## src/rtl/alu_muldiv_unit_if.sv

```systemverilog
// rtl/alu_muldiv_unit_if.sv - request/response bundle for the RV32M multiply/divide unit
//
// master: decode controls, operands, in_valid, flush, out_ready out; status and result in
// slave : the execute unit side (mirror of master)
interface alu_muldiv_unit_if #(
   parameter int XLEN = 32
);
   logic [1:0]      ALUOp;
   logic [6:0]      op;
   logic [6:0]      funct7;
   logic [2:0]      funct3;
   logic [XLEN-1:0] srcA;
   logic [XLEN-1:0] srcB;
   logic            in_valid;
   logic            in_ready;
   logic            flush;
   logic            md_sel;
   logic            busy;
   logic            out_valid;
   logic            out_ready;
   logic [XLEN-1:0] result;
   logic            div_zero;

   modport master (
      output ALUOp, op, funct7, funct3, srcA, srcB, in_valid, flush, out_ready,
      input  in_ready, md_sel, busy, out_valid, result, div_zero
   );

   modport slave (
      input  ALUOp, op, funct7, funct3, srcA, srcB, in_valid, flush, out_ready,
      output in_ready, md_sel, busy, out_valid, result, div_zero
   );
endinterface

```

## src/rtl/alu_muldiv_unit.sv

```systemverilog
// rtl/alu_muldiv_unit.sv - iterative RV32M multiply/divide execute unit
//
// clk, rst : rising-edge clock, asynchronous active-high reset
// md       : slave side of alu_muldiv_unit_if
//            in : ALUOp/op/funct7/funct3 decode, srcA/srcB, in_valid, flush, out_ready
//            out: in_ready, md_sel, busy, out_valid, result, div_zero
module alu_muldiv_unit #(
   parameter int XLEN   = 32,
   parameter int UNROLL = 1
) (
   input  logic           clk,
   input  logic           rst,
   alu_muldiv_unit_if.slave md
);
   localparam int N  = XLEN / UNROLL;
   localparam int CW = $clog2(N);
   localparam logic [CW-1:0]   LAST    = CW'(N - 1);
   localparam logic [XLEN-1:0] MIN_INT = {1'b1, {(XLEN-1){1'b0}}};

   typedef enum logic [1:0] {IDLE, CALC, FIX, DONE} state_t;

   state_t            state_q, state_d;
   logic [CW-1:0]     count_q, count_d;
   logic [2:0]        fn_q, fn_d;
   logic              neg_q, neg_d;
   logic [XLEN-1:0]   opb_q, opb_d;
   // Upper half: product high / partial remainder. Lower half: multiplier / dividend-quotient.
   logic [2*XLEN-1:0] acc_q, acc_d;
   logic [XLEN-1:0]   result_q, result_d;
   logic              out_valid_q, out_valid_d;
   logic              div_zero_q, div_zero_d;

   // ---------------------------------------------------------------- decode
   logic              md_sel;
   logic              unused_op;
   logic              a_signed, b_signed, a_neg, b_neg;
   logic [XLEN-1:0]   a_mag, b_mag;
   logic              fast_zero, fast_ovf, accept;

   assign md_sel    = (md.ALUOp == 2'b10) & md.op[5] & (md.funct7 == 7'b0000001);
   assign unused_op = ^{md.op[6], md.op[4:0]};

   // A is unsigned only for MULHU/DIVU/REMU; B additionally unsigned for MULHSU.
   assign a_signed  = ~(md.funct3[0] & (md.funct3[1] | md.funct3[2]));
   assign b_signed  = a_signed & (md.funct3 != 3'b010);
   assign a_neg     = a_signed & md.srcA[XLEN-1];
   assign b_neg     = b_signed & md.srcB[XLEN-1];
   assign a_mag     = a_neg ? -md.srcA : md.srcA;
   assign b_mag     = b_neg ? -md.srcB : md.srcB;

   assign fast_zero = md.funct3[2] & (md.srcB == '0);
   assign fast_ovf  = md.funct3[2] & ~md.funct3[0] & (md.srcA == MIN_INT) & (md.srcB == '1);
   assign accept    = md.in_valid & (state_q == IDLE) & md_sel & ~md.flush;

   // ---------------------------------------------------------------- datapath step
   logic [2*XLEN-1:0] step_acc;
   logic [XLEN+1:0]   trial;
   logic [XLEN:0]     sum;

   always_comb begin
      step_acc = acc_q;
      trial    = '0;
      sum      = '0;
      for (int i = 0; i < UNROLL; i++) begin
         if (fn_q[2]) begin
            // Restoring divide: shift next dividend bit into the remainder, keep if it fits.
            trial = {1'b0, step_acc[2*XLEN-1:XLEN], step_acc[XLEN-1]} - {2'b00, opb_q};
            if (!trial[XLEN+1]) begin
               step_acc = {trial[XLEN-1:0], step_acc[XLEN-2:0], 1'b1};
            end else begin
               step_acc = {step_acc[2*XLEN-2:0], 1'b0};
            end
         end else begin
            // Shift-add: consume multiplier LSB, add multiplicand into the high half.
            sum      = {1'b0, step_acc[2*XLEN-1:XLEN]} + (step_acc[0] ? {1'b0, opb_q} : '0);
            step_acc = {sum, step_acc[XLEN-1:1]};
         end
      end
   end

   // ---------------------------------------------------------------- sign fix / select
   logic [2*XLEN-1:0] prod_fix;
   logic [XLEN-1:0]   lo_fix, hi_fix, fix_result;

   always_comb begin
      prod_fix = neg_q ? -acc_q : acc_q;
      lo_fix   = neg_q ? -acc_q[XLEN-1:0]      : acc_q[XLEN-1:0];
      hi_fix   = neg_q ? -acc_q[2*XLEN-1:XLEN] : acc_q[2*XLEN-1:XLEN];
      unique case (fn_q)
         3'b000:                 fix_result = prod_fix[XLEN-1:0];
         3'b001, 3'b010, 3'b011: fix_result = prod_fix[2*XLEN-1:XLEN];
         3'b100, 3'b101:         fix_result = lo_fix;
         default:                fix_result = hi_fix;
      endcase
   end

   // ---------------------------------------------------------------- FSM next state
   always_comb begin
      state_d     = state_q;
      count_d     = count_q;
      fn_d        = fn_q;
      neg_d       = neg_q;
      opb_d       = opb_q;
      acc_d       = acc_q;
      result_d    = result_q;
      out_valid_d = out_valid_q;
      div_zero_d  = div_zero_q;

      unique case (state_q)
         IDLE: begin
            if (accept) begin
               fn_d  = md.funct3;
               opb_d = b_mag;
               // Remainder takes the dividend sign; everything else takes sA^sB.
               neg_d = (md.funct3[2] & md.funct3[1]) ? a_neg : (a_neg ^ b_neg);
               if (fast_zero) begin
                  result_d    = md.funct3[1] ? md.srcA : '1;
                  div_zero_d  = 1'b1;
                  out_valid_d = 1'b1;
                  state_d     = DONE;
               end else if (fast_ovf) begin
                  result_d    = md.funct3[1] ? '0 : md.srcA;
                  out_valid_d = 1'b1;
                  state_d     = DONE;
               end else begin
                  acc_d   = {{XLEN{1'b0}}, a_mag};
                  count_d = '0;
                  state_d = CALC;
               end
            end
         end
         CALC: begin
            if (md.flush) begin
               state_d = IDLE;
            end else begin
               acc_d   = step_acc;
               count_d = count_q + CW'(1);
               if (count_q == LAST) begin
                  state_d = FIX;
               end
            end
         end
         FIX: begin
            if (md.flush) begin
               state_d = IDLE;
            end else begin
               result_d    = fix_result;
               out_valid_d = 1'b1;
               state_d     = DONE;
            end
         end
         default: begin
            if (md.flush || md.out_ready) begin
               out_valid_d = 1'b0;
               div_zero_d  = 1'b0;
               state_d     = IDLE;
            end
         end
      endcase
   end

   // ---------------------------------------------------------------- registers
   always_ff @(posedge clk or posedge rst) begin
      if (rst) begin
         state_q     <= IDLE;
         count_q     <= '0;
         fn_q        <= '0;
         neg_q       <= 1'b0;
         opb_q       <= '0;
         acc_q       <= '0;
         result_q    <= '0;
         out_valid_q <= 1'b0;
         div_zero_q  <= 1'b0;
      end else begin
         state_q     <= state_d;
         count_q     <= count_d;
         fn_q        <= fn_d;
         neg_q       <= neg_d;
         opb_q       <= opb_d;
         acc_q       <= acc_d;
         result_q    <= result_d;
         out_valid_q <= out_valid_d;
         div_zero_q  <= div_zero_d;
      end
   end

   assign md.md_sel    = md_sel;
   assign md.in_ready  = (state_q == IDLE);
   assign md.busy      = (state_q == CALC) || (state_q == FIX);
   assign md.out_valid = out_valid_q;
   assign md.result    = result_q;
   assign md.div_zero  = div_zero_q;
endmodule

```

## src/flat_wrapper.sv

```systemverilog
// flat-port wrapper written by rule: the top's interface ports become plain ports
module alu_muldiv_unit_flat 
#(
   parameter int XLEN   = 32,
   parameter int UNROLL = 1
)
  (clk, rst, md_ALUOp, md_op, md_funct7, md_funct3, md_srcA, md_srcB, md_in_valid, md_flush, md_out_ready, md_in_ready, md_md_sel, md_busy, md_out_valid, md_result, md_div_zero);
  alu_muldiv_unit_if #(.XLEN(XLEN)) md_i ();
  input  logic clk;
  input  logic rst;
  input wire logic [$bits(md_i.ALUOp)-1:0] md_ALUOp;
  input wire logic [$bits(md_i.op)-1:0] md_op;
  input wire logic [$bits(md_i.funct7)-1:0] md_funct7;
  input wire logic [$bits(md_i.funct3)-1:0] md_funct3;
  input wire logic [$bits(md_i.srcA)-1:0] md_srcA;
  input wire logic [$bits(md_i.srcB)-1:0] md_srcB;
  input wire logic [$bits(md_i.in_valid)-1:0] md_in_valid;
  input wire logic [$bits(md_i.flush)-1:0] md_flush;
  input wire logic [$bits(md_i.out_ready)-1:0] md_out_ready;
  output wire logic [$bits(md_i.in_ready)-1:0] md_in_ready;
  output wire logic [$bits(md_i.md_sel)-1:0] md_md_sel;
  output wire logic [$bits(md_i.busy)-1:0] md_busy;
  output wire logic [$bits(md_i.out_valid)-1:0] md_out_valid;
  output wire logic [$bits(md_i.result)-1:0] md_result;
  output wire logic [$bits(md_i.div_zero)-1:0] md_div_zero;
  assign md_i.ALUOp = md_ALUOp;
  assign md_i.op = md_op;
  assign md_i.funct7 = md_funct7;
  assign md_i.funct3 = md_funct3;
  assign md_i.srcA = md_srcA;
  assign md_i.srcB = md_srcB;
  assign md_i.in_valid = md_in_valid;
  assign md_i.flush = md_flush;
  assign md_i.out_ready = md_out_ready;
  assign md_in_ready = md_i.in_ready;
  assign md_md_sel = md_i.md_sel;
  assign md_busy = md_i.busy;
  assign md_out_valid = md_i.out_valid;
  assign md_result = md_i.result;
  assign md_div_zero = md_i.div_zero;
  alu_muldiv_unit #(.XLEN(XLEN), .UNROLL(UNROLL)) u_core (.clk(clk), .rst(rst), .md(md_i));
endmodule
```

## config.mk

```make
export PLATFORM = sky130hd
export DESIGN_NAME = alu_muldiv_unit_flat
export DESIGN_NICKNAME = d
export VERILOG_FILES = /design/src/rtl/alu_muldiv_unit_if.sv /design/src/rtl/alu_muldiv_unit.sv /design/src/flat_wrapper.sv
export SDC_FILE = /design/constraint.sdc
export NUM_CORES = 1
export LEC_CHECK = 0
export CAP_MARGIN = 0
export CORE_UTILIZATION = 30
export CTS_BUF_LIST = sky130_fd_sc_hd__clkbuf_8
export DETAILED_ROUTE_END_ITERATION = 7
export PLACE_DENSITY_LB_ADDON = 0.2
export SYNTH_ARGS = -nofsm -noshare
export SYNTH_HDL_FRONTEND = slang
export SYNTH_SLANG_ARGS = --single-unit
```

## constraint.sdc

```tcl
create_clock -name clk -period 13 [get_ports clk]
set_input_delay 2.6 -clock clk [delete_from_list [all_inputs] [get_ports clk]]
set_output_delay 2.6 -clock clk [all_outputs]
set_load 0.02 [all_outputs]
```

# Yosys cells after proc, flatten, opt, wreduce, memory -nomap -nowiden
# Cells that the tools add are included.
[classes] muxes=44 n_addsub=8 bitwise_logic=21 reduce_logical=19 n_eq_ne=21
[ops] operator="$mux W64" count=7
[ops] operator="$mux W32" count=11
[ops] operator="$neg A32 Y32" count=4
[ops] operator="$pmux W64 S2" count=1
[ops] operator="$pmux W32 S3" count=1
[ops] operator="$eq A32 B32 Y1 const B" count=2
[ops] operator="$neg A64 Y64" count=1
[ops] operator="$pmux W32 S2" count=1
[ops] operator="$sub A33 B32 Y34" count=1
[ops] operator="$add A32 B33 Y33" count=1
[ops] operator="$logic_not A32 Y1" count=1
[ops] operator="$mux W5" count=4
[ops] operator="$and A1 B1 Y1" count=14
[ops] operator="$mux W2" count=7
[ops] operator="$pmux W5 S2" count=1
[ops] operator="$reduce_and A5 Y1" count=2
[ops] operator="$mux W1" count=8
[ops] operator="$ne A2 B2 Y1 const B" count=4
[ops] operator="$reduce_and A4 Y1" count=2
[ops] operator="$eq A7 B1 Y1 const B" count=1
[ops] operator="$eq A3 B2 Y1 const B" count=2
[ops] operator="$eq A3 B3 Y1 const B" count=2
[ops] operator="$ne A3 B2 Y1 const B" count=2
[ops] operator="$pmux W2 S3" count=1
[ops] operator="other kinds (22)" count=32
[word_totals] out_inout_bits=37 wordCells=122 ff_bits=141 input_bits=88

# Logic depth before layout (Yosys ltp)
# Gate-level depths: netlist of the first run.
[logic_depth] depth_word=9 mapped_depth=14 ltp_nobuf=13

# Worst setup path before layout of the first run
# Ideal clock, no wire load.
[synth_timing] kind="input-to-output" startpoint="input md_ALUOp[0]" endpoint="output md_md_sel" cell_stages=3 arrival_time_ps=3190 setup_slack_ps=7210 path_buffers=0 required_time_ps=10400 path_cell_list="nor4bb_1 -> nand3_1 -> inv_1"
[synth_between] elab_chain_len=3
[synth_rtl] element="start, declared" line_no="flat_wrapper.sv:11" source="input wire logic [$bits(md_i.ALUOp)-1:0] md_ALUOp;"
[synth_rtl] element="$eq A2 B2 Y1" line_no="alu_muldiv_unit.sv:40" source="assign md_sel = (md.ALUOp == 2'b10) & md.op[5] & (md.funct7 == 7'b0000001);"
[synth_rtl] element="$and A1 B1 Y1 (2 in series)" line_no="alu_muldiv_unit.sv:40"
[synth_rtl] element="end, declared" line_no="flat_wrapper.sv:21" source="output wire logic [$bits(md_i.md_sel)-1:0] md_md_sel;"
# Every way passes these cells.

# Worst setup path in the final report of the first run
[layout_timing] startpoint="input md_op[5]" endpoint="output md_md_sel"
[layout_between] elab_chain_len=2
[layout_rtl] element="start, declared" line_no="flat_wrapper.sv:12" source="input wire logic [$bits(md_i.op)-1:0] md_op;"
[layout_rtl] element="$and A1 B1 Y1 (2 in series)" line_no="alu_muldiv_unit.sv:40"
# Every way passes these cells.

==> results of run 1 <==
[routing by layer]
metal / vias to the layer above / routed length (um) / track usage
li1: 7480 / - / -
met1: 7461 / 27400 / 0.315
met2: 439 / 27500 / 0.381
met3: 73 / 2660 / 0.0291
met4: 0 / 1710 / 0.0786
met5: - / 0 / 0
[worst min-delay path: cells and delay by family, from the launching register on]
family / cells / cell delay, ps
simple gates: 1 / 50
flops: 1 / 350
compound gates: 1 / 60
[final timing paths]
check / to / cells past startpoint / slack, ps / start
setup / recovery: md_md_sel / 5 / 6200 / md_op[5]
hold / removal: u_core.opb_q[31]$_DFFE_PP0P_ / 2 / 480 / u_core.opb_q[31]$_DFFE_PP0P_
setup reg to reg: u_core.md.result[10]$_DFFE_PP0P_ / 11 / 8200 / u_core.acc_q[0]$_DFFE_PP0P_
hold reg to reg: u_core.opb_q[31]$_DFFE_PP0P_ / 2 / 480 / u_core.opb_q[31]$_DFFE_PP0P_
max in group asynchronous: u_core.md.out_valid$_DFFE_PP0P_ / 3 / 9130 / rst
min in group asynchronous: u_core.acc_q[5]$_DFFE_PP0P_ / 2 / 2580 / rst
[sequential cells by signal (all words and copies together) (netlist names)]
signal / count
u_core.md.result: 32
u_core.count_q: 5
u_core.md.out_valid: 1
u_core.opb_q: 32
u_core.neg_q: 1
u_core.md.div_zero: 1
u_core.acc_q: 64
u_core.state_q: 2
u_core.fn_q: 3
[report_power, final]
group          switching [mW]  leakage, nW  internal, mW
Combinational           0.801         4.78         0.443
Clock                   0.204        0.215         0.208
Sequential              0.157         1.87         0.544
Total                    1.16         6.86          1.20
[metrics by stage]
stage	instance area [um2]	utilization	power [mW]	hold slack [ps]	instances
after floorplan	15000	-	1.51	450	2070
after global routing	17100	0.348	2.53	499	2764
after CTS	17100	0.348	2.37	491	2764
after global placement	16600	0.339	1.93	465	2732
final	17100	0.348	2.36	484	2764
after detailed placement	16600	0.339	1.94	470	2732
[cells by family after synthesis]
| family | share of synthesized area |
|---|---|
| and+or+nand+nor | 0.231 |
| AOI/OAI and AO/OA | 0.275 |
| DFF | 0.236 |
| adders and majority gates | 0.0660 |
| muxes | 0.0354 |
| xor gates and xnor gates | 0.0954 |
| buffers and inverters | 0.0610 |
[cell type report]
class	instances	area, um2
fillers	5273	32000
flip-flops and latches	141	3530
well taps	664	831
inverters	81	309
clock buffers	21	289
repair buffers	146	1390
multi-input cells	1700	10600
clock inverters	11	140
[layout by cell type, fill, tap and decap left out, types with 27 or more instances in the layout]
master and n:
a21oi_1 156, buf_4 28, clkdlybuf4s50_1 118, dfrtp_1 139, ha_1 73, inv_1 79, mux2i_1 45, nand2_1 279
nand3_1 27, nor2_1 208, nor3_1 50, o21ai_0 234, o31ai_1 29, xnor2_1 81, xor2_1 82
==> results.toml, run 1 <==
[route]
drtIter0Drc = 1269
wl_per_cell_um = 21.5
post_drt_via_cell_ratio = 5.59
drtPass1Iterations = 5
drt.antenna.violating_nets = 0
dr_total_vias = 15500
route.detailed.drc = 0
routed_wl_mm = 59.3

[clocking]
cts-resized-gates = 0
cts.clk_slew.worst_paths_ps = 90
clockBufferDepth = 2
clk_latency_ps = 540
post_cts.repair.setup_buffers = 0
clock_sinks = 141
root_buffer = "clkbuf_8"
htree_levels = 4
cts_tree = "done"
holdBufCountCts = 0
numCtsBuffers = 17

[pwr]
ir_worst_vdd_uv = 94.7
p_leak_nw = 6.86
power.density_mw_per_mm2 = 138

[placement]
post-place-ws_ps = 6180
place_congestion = 0.968
portBuffers = 118
dpl.hpwl_mm = 44.9

[outcome]
run_status = "finished clean"

[critical_path]
cp_cell_sequence = "clkdlybuf4s50_1, nor4bb_1, nand3_1, inv_1, clkdlybuf4s50_1"
timing_worst_setup_path_type = "input pin to output port"
path_delay_family = "buffers and inverters"
end_kind = "output port"
worstSetupStartpointType = "input pin"
crit_path_max_fanout = 2
worst_path_most_repeated_cell = "clkdlybuf4s50_1"
cp.arrival_ps = 4200
max_stage_delay_ps = 610
cp.buffers_inverters = 3
cpMaxStageDelayCell = "clkdlybuf4s50_1"
crit_required_ps = 10400

[yosys]
synthTopCellsByCount = "nand2_1 (279), o21ai_0 (234), nor2_1 (208), a21oi_1 (157), dfrtp_1 (141)"
synth-main-ff-cell = "dfrtp_1"
syn_inst = 2070
yosysWarnings = 0
synth_top_area_frac = 0.236
syn_area_per_cell_um2 = 7.23
async_flop_share = 1.00
ys_types = 93
synth-edff-count = 0
ys_seq_area_frac = 0.236
synth_area_leader_cell = "dfrtp_1"
synthesis.nets = 2235
ys_ff_latch = 141
synth_area_leaders = "dfrtp_1 (24%), o21ai_0 (7.8%), nand2_1 (7.0%), ha_1 (6.3%), a21oi_1 (5.2%)"
syn-cell-area_mm2 = 0.0150
synth.most_common_cell = "nand2_1"

[sta]
setup_slack_ps = 6200
final-max-slew-violation-count = 0
setup_violations = 0
fin_skew_ps = 19.7
min_period_ps = 6800
finalHoldViolCount = 0
rsz0062_at_grt = "no"
tightest_slew_ps = 1150
clock.fmax_mhz = 147
finalCritPeriodShare = 0.523
finalSetupTns_ps = 0
slew_headroom = 0.232

[global_routing]
grtUsageTotal = 0.233
grt_antenna_before_repair = 0
grt_max_degree = 85
overflow = 0
grt_pass1_vias = 14700
grt_pass1_wl_mm = 89.5

[job]
max_cap_viol_count = 0

[die]
start_util = 0.305
fp-row-count = 81
dieHeight_um = 225
ios = 125
dieArea_mm2 = 0.0508
coreArea_mm2 = 0.0491
die_x_um = 225

[final_layout]
drive_above_1_share = 0.0519
areaGrowthSynthToFinish_pct = 14.0
nNetsFinal = 2252
antennaDiodeCount = 0

[hold_path]
hp-class = "flop to flop"
Power figures use the tool's default switching activity.
==> run 2: changes to the inputs <==
Clock period 13 ns to 6.9 ns, I/O delays scaled along.
==> results.toml, run 2 (synthesis gave the netlist of run 1 again) <==
[outcome]
run_status = "finished clean"

[critical_path]
cpMaxStageDelayCell = "or4b_2"
cp.arrival_ps = 5300
cp.buffers_inverters = 4
worstSetupStartpointType = "input pin"
crit_path_max_fanout = 36
r2r_cells = 10
end_kind = "flop"
max_stage_delay_ps = 650
rr_startpoint = "u_core.acc_q[42]$_DFFE_PP0P_"
cp_cell_sequence = "clkdlybuf4s50_1, inv_1, ha_1, or4b_2, nor4_1, buf_4, nand3_1, o21ai_1, a31oi_1, a211o_2, buf_4, o31ai_1"
timing_worst_setup_path_type = "input pin to flop"
timing.rr.end = "u_core.acc_q[0]$_DFFE_PP0P_"
path_delay_family = "compound AO/OA/AOI/OAI gates"
worst_path_most_repeated_cell = "buf_4"
crit_required_ps = 7320
r2r_setup_slack_ps = 2630

[sta]
final-max-slew-violation-count = 0
rsz0062_at_grt = "no"
finalSetupTns_ps = 0
fin_skew_ps = 28.0
slew_headroom = 0.281
setup_violations = 0
finalCritPeriodShare = 0.706
clock.fmax_mhz = 205
tightest_slew_ps = 1070
setup_slack_ps = 2030
finalHoldViolCount = 0
min_period_ps = 4870

[final_layout]
antennaDiodeCount = 0
final_cell_mix = "nand2_1 (279), o21ai_0 (234), nor2_1 (208)"
largest_register_ffs = 64
largest-register = "u_core.acc_q"
fillers = 5335
areaGrowthSynthToFinish_pct = 14.0
final_common_cell = "nand2_1"
nNetsFinal = 2256
drive_above_1_share = 0.0533

[clocking]
clockBufferDepth = 2
post_cts.repair.setup_buffers = 0
holdBufCountCts = 0
numCtsBuffers = 17
htree_levels = 4
cts_tree = "done"
root_buffer = "clkbuf_8"
clk_latency_ps = 540
cts-resized-gates = 0
clock_sinks = 141
cts.clk_slew.worst_paths_ps = 80

[pwr]
ir_worst_vdd_uv = 142
p_sw_frac = 0.494
pwr-share-seq = 0.295
switching_power_mw = 2.19
clockPowerShare = 0.169
combPwrFrac = 0.536
p_leak_nw = 6.87
power.density_mw_per_mm2 = 260
intPower_mw = 2.24

[route]
drtIter0Drc = 1151
dr_total_vias = 15600
drtPass1Iterations = 7
post_drt_via_cell_ratio = 5.63
routed_wl_mm = 59.8
route.detailed.drc = 0
drt.antenna.violating_nets = 0
wl_per_cell_um = 21.6

[die]
dieHeight_um = 225
fp-row-count = 81
coreArea_mm2 = 0.0491
dieArea_mm2 = 0.0508
start_util = 0.305
die_x_um = 225
ios = 125

[global_routing]
grt_pass1_wl_mm = 89.7
grt_antenna_before_repair = 0
overflow = 0
grt_max_degree = 77
grt_pass1_vias = 14800
grtUsageTotal = 0.233

[hold_path]
hp-class = "flop to flop"
hold_depth = 2
min_to = "u_core.opb_q[12]$_DFFE_PP0P_"
worst_hold_startpoint = "u_core.opb_q[12]$_DFFE_PP0P_"

[job]
max_cap_viol_count = 0

[placement]
post-place-ws_ps = 1530
place_congestion = 0.943
portBuffers = 118
dpl.hpwl_mm = 45.9
## run 2: cell types whose count changed in the layout (fill, tap and decap cells not counted)
cell and delta:
buf_4 +4, clkbuf_8 -2, clkinv_2 +1, clkinvlp_4 -1, inv_6 +1
## run 2: area by class of cell
cell class / instances / area (um2) / area share
inverters: 81 / 309 / 0.0181
multi-input cells: 1700 / 10600 / 0.619
flip-flops and latches: 141 / 3530 / 0.207
well taps: 664 / 831 / 0.0487
clock buffers: 19 / 262 / 0.0153
repair buffers: 150 / 1420 / 0.0833
clock inverters: 12 / 146 / 0.00858
## run 2: how the worst max path moves through the flow
stage	startpoint	end	depth (start not counted)
after floorplan	rst	u_core.acc_q[0]$_DFFE_PP0P_	1
after global placement	md_srcB[16]	u_core.acc_q[56]$_DFFE_PP0P_	10
after detailed placement	md_srcA[0]	u_core.md.result[24]$_DFFE_PP0P_	12
after CTS	md_srcA[0]	u_core.acc_q[56]$_DFFE_PP0P_	13
after global routing	md_srcA[0]	u_core.md.result[24]$_DFFE_PP0P_	12
final	md_srcA[0]	u_core.md.result[20]$_DFFE_PP0P_	12
## run 2: metrics by stage
step           cells  area [um2]  total power [mW]   util  hold WS (ps)
2_1_floorplan   2070       15000              2.85      -           450
3_3_place_gp    2736       16700              3.66  0.340           466
3_5_place_dp    2736       16700              3.68  0.340           471
4_1_cts         2767       17100              4.44  0.348           488
5_1_grt         2767       17100              4.75  0.348           519
6_report        2767       17100              4.43  0.348           485
## run 2: power groups by stage
stage                     sequential (mW)  clock [mW]  combinational [mW]
final                                1.31       0.749                2.38
after global routing                 1.33       0.795                2.62
after CTS                            1.30       0.768                2.37
after detailed placement             1.32           0                2.37
after global placement               1.31           0                2.35
after floorplan                      1.27           0                1.58
## run 2: metal layers
metal  track usage  share of wire
met1         0.307           0.45
met2         0.384           0.47
met3        0.0325          0.053
met4        0.0862          0.032
met5             0              0
## run 2: worst reg2reg max path, cell delays in order (launching register included)
cell and delay [ps]:
dfrtp_1 790, ha_1 420, and4_1 230, and3_1 220, a31oi_1 490, nand2_1 260
a21oi_4 480, buf_4 430, nand2_1 380, a221oi_1 370, a21oi_1 60
